### src/rtl/regfile_pkg.sv
// Shared defaults, index/data types and constants for the register file with scoreboard.
package regfile_pkg;

    localparam int DEF_DATA_W = 16;
    localparam int DEF_ADDR_W = 3;
    localparam int NREG       = 2 ** DEF_ADDR_W;

    typedef logic [DEF_ADDR_W-1:0] reg_idx_t;
    typedef logic [DEF_DATA_W-1:0] reg_data_t;

    // Index of the hardwired zero register.
    localparam reg_idx_t ZERO_IDX = '0;

endpackage

### src/rtl/regfile_scoreboard_if.sv
// Decode/writeback-facing bus of the register file: read ports, write port, issue port.
interface regfile_scoreboard_if #(
    parameter int DATA_W = regfile_pkg::DEF_DATA_W,
    parameter int ADDR_W = regfile_pkg::DEF_ADDR_W
);
    logic [ADDR_W-1:0] rs;
    logic [ADDR_W-1:0] rt;
    logic [DATA_W-1:0] rd1;
    logic [DATA_W-1:0] rd2;
    logic              rs_busy;
    logic              rt_busy;
    logic              we;
    logic [ADDR_W-1:0] wa;
    logic [DATA_W-1:0] wd;
    logic              issue_valid;
    logic [ADDR_W-1:0] issue_rd;
    logic [ADDR_W:0]   busy_cnt;

    // Pipeline side: drives indices, writeback and issue; observes data and hazards.
    modport master (
        output rs, rt, we, wa, wd, issue_valid, issue_rd,
        input  rd1, rd2, rs_busy, rt_busy, busy_cnt
    );

    // Register file side.
    modport slave (
        input  rs, rt, we, wa, wd, issue_valid, issue_rd,
        output rd1, rd2, rs_busy, rt_busy, busy_cnt
    );
endinterface

### src/rtl/regfile_read_port.sv
// One combinational read port: array lookup with write bypass, zero-register and reset masking.
module regfile_read_port
    import regfile_pkg::*;
#(
    parameter  int DATA_W   = DEF_DATA_W,
    parameter  int ADDR_W   = DEF_ADDR_W,
    parameter  bit ZERO_REG = 1'b1,
    localparam int NUM_REG  = 2 ** ADDR_W
) (
    input  logic                            reset,
    input  logic [ADDR_W-1:0]               idx,
    input  logic                            we,
    input  logic [ADDR_W-1:0]               wa,
    input  logic [DATA_W-1:0]               wd,
    input  logic [NUM_REG-1:0][DATA_W-1:0]  regs,
    input  logic [NUM_REG-1:0]              busy_vec,
    output logic [DATA_W-1:0]               data,
    output logic                            busy
);

    logic is_zero;
    logic wr_hit;

    assign is_zero = ZERO_REG && (idx == ADDR_W'(ZERO_IDX));
    assign wr_hit  = we && (wa == idx);

    // Select array or bypassed write data; a completing write hides the hazard it resolves.
    always_comb begin
        // NOTE: every output gets a default first so no path through this block can infer a latch.
        data = regs[idx];
        busy = busy_vec[idx];
        if (wr_hit) begin
            data = wd;
            busy = 1'b0;
        end
        // Zero register and reset override everything, including the bypass.
        if (is_zero || reset) begin
            data = '0;
            busy = 1'b0;
        end
    end

endmodule

### src/rtl/regfile_scoreboard.sv
// Register file with write-to-read bypass, hardwired zero register and busy-bit scoreboard.
module regfile_scoreboard
    import regfile_pkg::*;
#(
    parameter  int DATA_W   = DEF_DATA_W,
    parameter  int ADDR_W   = DEF_ADDR_W,
    parameter  bit ZERO_REG = 1'b1,
    localparam int NUM_REG  = 2 ** ADDR_W
) (
    input logic                 clk,
    input logic                 reset,
    regfile_scoreboard_if.slave bus
);

    logic [NUM_REG-1:0][DATA_W-1:0] regs_q, regs_d;
    logic [NUM_REG-1:0]             busy_q, busy_d;
    logic [ADDR_W:0]                busy_cnt_q, busy_cnt_d;
    logic                           wr_en;
    logic                           iss_en;

    // Writes and issues aimed at the zero register are dropped entirely.
    assign wr_en  = bus.we && !(ZERO_REG && (bus.wa == ADDR_W'(ZERO_IDX)));
    assign iss_en = bus.issue_valid && !(ZERO_REG && (bus.issue_rd == ADDR_W'(ZERO_IDX)));

    // Next register array: a single write port.
    always_comb begin
        regs_d = regs_q;
        if (wr_en) begin
            regs_d[bus.wa] = bus.wd;
        end
    end

    // Next busy vector: writeback clears, issue sets; the set is applied last so it wins.
    always_comb begin
        busy_d = busy_q;
        if (wr_en) begin
            busy_d[bus.wa] = 1'b0;
        end
        if (iss_en) begin
            busy_d[bus.issue_rd] = 1'b1;
        end
    end

    // Population count of the next busy vector, registered so busy_cnt tracks busy_q.
    always_comb begin
        busy_cnt_d = '0;
        for (int i = 0; i < NUM_REG; i++) begin
            busy_cnt_d = busy_cnt_d + {{ADDR_W{1'b0}}, busy_d[i]};
        end
    end

    // State registers; reset discards any write or issue on a coincident edge.
    always_ff @(posedge clk or posedge reset) begin
        if (reset) begin
            // NOTE: the data array is reset too, because reads after reset must return zero.
            regs_q     <= '0;
            busy_q     <= '0;
            busy_cnt_q <= '0;
        end else begin
            // NOTE: non-blocking assignments so every flop samples pre-edge values.
            regs_q     <= regs_d;
            busy_q     <= busy_d;
            busy_cnt_q <= busy_cnt_d;
        end
    end

    assign bus.busy_cnt = busy_cnt_q;

    regfile_read_port #(
        .DATA_W   (DATA_W),
        .ADDR_W   (ADDR_W),
        .ZERO_REG (ZERO_REG)
    ) u_port_rs (
        .reset    (reset),
        .idx      (bus.rs),
        .we       (bus.we),
        .wa       (bus.wa),
        .wd       (bus.wd),
        .regs     (regs_q),
        .busy_vec (busy_q),
        .data     (bus.rd1),
        .busy     (bus.rs_busy)
    );

    regfile_read_port #(
        .DATA_W   (DATA_W),
        .ADDR_W   (ADDR_W),
        .ZERO_REG (ZERO_REG)
    ) u_port_rt (
        .reset    (reset),
        .idx      (bus.rt),
        .we       (bus.we),
        .wa       (bus.wa),
        .wd       (bus.wd),
        .regs     (regs_q),
        .busy_vec (busy_q),
        .data     (bus.rd2),
        .busy     (bus.rt_busy)
    );

endmodule

### src/flat_wrapper.sv
// flat-port wrapper written by rule: the top's interface ports become plain ports
module regfile_scoreboard_flat import regfile_pkg::*;
#(
    parameter  int DATA_W   = DEF_DATA_W,
    parameter  int ADDR_W   = DEF_ADDR_W,
    parameter  bit ZERO_REG = 1'b1,
    localparam int NUM_REG  = 2 ** ADDR_W
)
  (clk, reset, bus_rs, bus_rt, bus_we, bus_wa, bus_wd, bus_issue_valid, bus_issue_rd, bus_rd1, bus_rd2, bus_rs_busy, bus_rt_busy, bus_busy_cnt);
  regfile_scoreboard_if #(.DATA_W(DATA_W), .ADDR_W(ADDR_W)) bus_i ();
  input logic clk;
  input logic reset;
  input wire logic [$bits(bus_i.rs)-1:0] bus_rs;
  input wire logic [$bits(bus_i.rt)-1:0] bus_rt;
  input wire logic [$bits(bus_i.we)-1:0] bus_we;
  input wire logic [$bits(bus_i.wa)-1:0] bus_wa;
  input wire logic [$bits(bus_i.wd)-1:0] bus_wd;
  input wire logic [$bits(bus_i.issue_valid)-1:0] bus_issue_valid;
  input wire logic [$bits(bus_i.issue_rd)-1:0] bus_issue_rd;
  output wire logic [$bits(bus_i.rd1)-1:0] bus_rd1;
  output wire logic [$bits(bus_i.rd2)-1:0] bus_rd2;
  output wire logic [$bits(bus_i.rs_busy)-1:0] bus_rs_busy;
  output wire logic [$bits(bus_i.rt_busy)-1:0] bus_rt_busy;
  output wire logic [$bits(bus_i.busy_cnt)-1:0] bus_busy_cnt;
  assign bus_i.rs = bus_rs;
  assign bus_i.rt = bus_rt;
  assign bus_i.we = bus_we;
  assign bus_i.wa = bus_wa;
  assign bus_i.wd = bus_wd;
  assign bus_i.issue_valid = bus_issue_valid;
  assign bus_i.issue_rd = bus_issue_rd;
  assign bus_rd1 = bus_i.rd1;
  assign bus_rd2 = bus_i.rd2;
  assign bus_rs_busy = bus_i.rs_busy;
  assign bus_rt_busy = bus_i.rt_busy;
  assign bus_busy_cnt = bus_i.busy_cnt;
  regfile_scoreboard #(.DATA_W(DATA_W), .ADDR_W(ADDR_W), .ZERO_REG(ZERO_REG)) u_core (.clk(clk), .reset(reset), .bus(bus_i));
endmodule
### config.mk
export PLATFORM = sky130hd
export DESIGN_NAME = regfile_scoreboard_flat
export DESIGN_NICKNAME = d
export VERILOG_FILES = /design/src/rtl/regfile_pkg.sv /design/src/rtl/regfile_scoreboard_if.sv /design/src/rtl/regfile_read_port.sv /design/src/rtl/regfile_scoreboard.sv /design/src/flat_wrapper.sv
export SDC_FILE = /design/constraint.sdc
export NUM_CORES = 1
export LEC_CHECK = 0
export CAP_MARGIN = 20
export CORE_AREA = 3 3 118 120
export DETAILED_ROUTE_END_ITERATION = 6
export DIE_AREA = 0 0 121 123
export PLACE_DENSITY = 0.83
export SLEW_MARGIN = 30
export SYNTH_ARGS = -nofsm -noshare
export SYNTH_HDL_FRONTEND = slang
export SYNTH_HIERARCHICAL = 1
export SYNTH_SLANG_ARGS = --single-unit
### constraint.sdc
create_clock -name clk -period 7.3 [get_ports clk]
set_input_delay 1.46 -clock clk [delete_from_list [all_inputs] [get_ports clk]]
set_output_delay 1.46 -clock clk [all_outputs]
set_load 0.05 [all_outputs]
==> flow_summary.ini <==
[logic_synthesis]
synth_top_area_share_pct = 42.95
synth_common_cells = dfrtp_1, mux2_2, mux4_2, mux2i_1, nor2_1
synth_area_leader_cell = dfrtp_1
yosys_warnings = 6
synth_cell_types = 40
netlist_area_mm2 = 0.008157
async_flop_share_pct = 100.0
syn_inst = 541
yosys_most_used_dff = dfrtp_1
ys_seq_elements = 140
post-synth-top-count-cell = dfrtp_1
seq_area_frac_synth_pct = 42.95
syn_nets = 580
synth.area.top_cells = dfrtp_1, mux4_2, mux2_2, mux2i_1, mux2_4
synth_edf_count = 0
syn_avg_cell_area_um2 = 15.08

[routing]
ant_nets = 0
routed_wl_um = 19020
first_iter_violations = 476
drc = 0
viasPerCell = 6.544
vias = 5006
first_pass_iters = 4
post_drt_wl_per_cell_um = 24.86

[cts]
cts_tree = built
h-tree-depth = 4
cts_root_buffer = clkbuf_16
holdBufCountCts = 0
cts_buffer_depth = 2
cts_setup_buffers = 0
clk_latency_ns = 0.41
cts_num_sinks = 140
cts_resized = 0
numCtsBuffers = 17
clk_pin_slew_ns = 0.05

[global_routing]
gr-total-overflow = 0
track_usage_pct = 27.37
antenna_found_initial = 0
grt_max_degree = 72
grt_pass1_wl_um = 30160
grt_pass1_vias = 5377

[sta]
holdWs_ns = 0.3916
hold_viol = 0
slew_violations = 0
worst_pin_slew_ns = 1.023
finClkSkew_ns = 0.003999
fin_crit_ns = 5.956
relSlewSlack_pct = 31.81
rsz0062_at_grt = no
max_freq_ghz = 0.1679
tns_ns = 0
post-route-period-util_pct = 81.60
finalSetupViolCount = 0

[setup_path]
reg2reg_from = u_core/busy_q[1]
crit_path_start = bus_wa[0]
cpMaxStageDelayCell = clkdlybuf4s50_1
critPathMaxFanout = 33
worstPathArrival_ns = 4.50
cp_common_cell = clkdlybuf4s50_1
path_class = in -> out
start_kind = input pin
crit_chain = clkdlybuf4s50_1 -> xnor2_1 -> nand4_4 -> a211oi_1 -> clkdlybuf4s50_1
cp.required_ns = 5.84
crit_path_max_incr_delay_ns = 0.87
rrSetupSlack_ns = 4.20
end_kind = output pin

[power_and_ir_drop]
vdd_drop_max_uv = 194.4
power_density_mw_per_mm2 = 287.9
p_leak_nw = 3.881

[min_path]
worstHoldStart = u_core/regs_q[7]
hold_class = reg -> reg

[finish]
nNetsFinal = 617
area_delta_synth_final_pct = 13.79
n_antenna_cell = 0
layout-drive-gt1-share_pct = 38.88

[floorplanning]
die_area_mm2 = 0.01488
ios = 70
initial_core_util_pct = 62.34
core-area_mm2 = 0.01309
die_y_um = 123
rows = 42
die_w_um = 121

[place]
io_buffers = 69
dpl.hpwl_um = 11450
place_congestion = 0.8003

[outcome]
status = finished, final reports clean

[run]
drv_cap = 0
==> path summary, 6_finish.rpt <==
path	endpoint	depth (start not counted)
min in group asynchronous	u_core/regs_q[16]	2
max in group asynchronous	u_core/regs_q[109]	3
worst min-delay path	u_core/regs_q[7]	0
worst min register to register	u_core/regs_q[7]	0
worst max register to register	u_core/bus.busy_cnt[2]	9
worst max-delay path	bus_rd1[13]	5
==> per-layer routing <==
| metal | track usage (%) | part of all wire (%) |
|---|---|---|
| met5 | 0 | 0 |
| met1 | 35.60 | 39 |
| met4 | 9.348 | 2.0 |
| met3 | 6.496 | 7.7 |
| met2 | 45.78 | 51 |
==> flip-flops by register name (all words and copies together) (netlist names) <==
name	cells
u_core/bus.busy_cnt	4
u_core/busy_q	8
u_core/regs_q	128
==> cells by family (layout without fill, tap and decap cells) <==
| kind of cell | Yosys count | after routing | synth area share [%] |
|---|---|---|---|
| flops | 140 | 140 | 42.95 |
| compound gates | 46 | 46 | 4.541 |
| fa+ha+maj | 7 | 7 | 1.442 |
| mux | 214 | 214 | 39.38 |
| simple gates | 54 | 54 | 4.402 |
| buf+inv | 73 | 121 | 6.535 |
| xor+xnor | 7 | 7 | 0.7517 |
==> area by class of cell <==
cell class / instances / area (um^2)
fillers: 841 / 3804
clock inverters: 7 / 87.58
well taps: 176 / 220.2
flip-flops and latches: 140 / 3503
inverters: 11 / 46.29
multi-input cells: 328 / 4138
repair buffers: 80 / 788.3
clock buffers: 23 / 498.0
==> critical path: cells and delay by family <==
family / cells / cell delay (ns)
compound gates: 1 / 0.46
xor+xnor: 1 / 0.44
buf+inv: 2 / 1.57
simple gates: 1 / 0.55
==> report_power, final <==
part	leakage [nW]	internal, mW	switching (mW)	total (mW)
Clock	0.291	0.542	0.306	0.847
Combinational	1.88	0.402	0.378	0.779
Sequential	1.71	0.934	0.112	1.05
Total	3.88	1.88	0.795	2.67
==> cells in the final DEF, fill, tap and decap left out, types with 4 or more instances in the layout <==
| cell type | count |
|---|---|
| xnor2_1 | 7 |
| mux4_1 | 4 |
| clkdlybuf4s50_1 | 67 |
| mux2_4 | 17 |
| inv_1 | 10 |
| clkinv_2 | 4 |
| a211oi_1 | 30 |
| fa_1 | 4 |
| nor2b_1 | 4 |
| clkbuf_16 | 17 |
| mux2_2 | 95 |
| clkbuf_8 | 5 |
| mux2i_1 | 34 |
| mux4_2 | 64 |
| buf_4 | 9 |
| nor2_1 | 32 |
| dfrtp_1 | 140 |
==> through the flow <==
stage,setup slack (ns),power (mW),cells,area [um^2],util (%)
2_1_floorplan,2.087,1.620,541,8157,-
3_3_place_gp,1.203,1.781,735,8676,66.30
3_5_place_dp,1.033,1.833,735,8676,66.30
4_1_cts,0.9962,2.691,765,9261,70.78
5_1_grt,1.242,2.800,765,9281,70.93
6_report,1.344,2.672,765,9281,70.93
(Power assumes the default switching activity.)
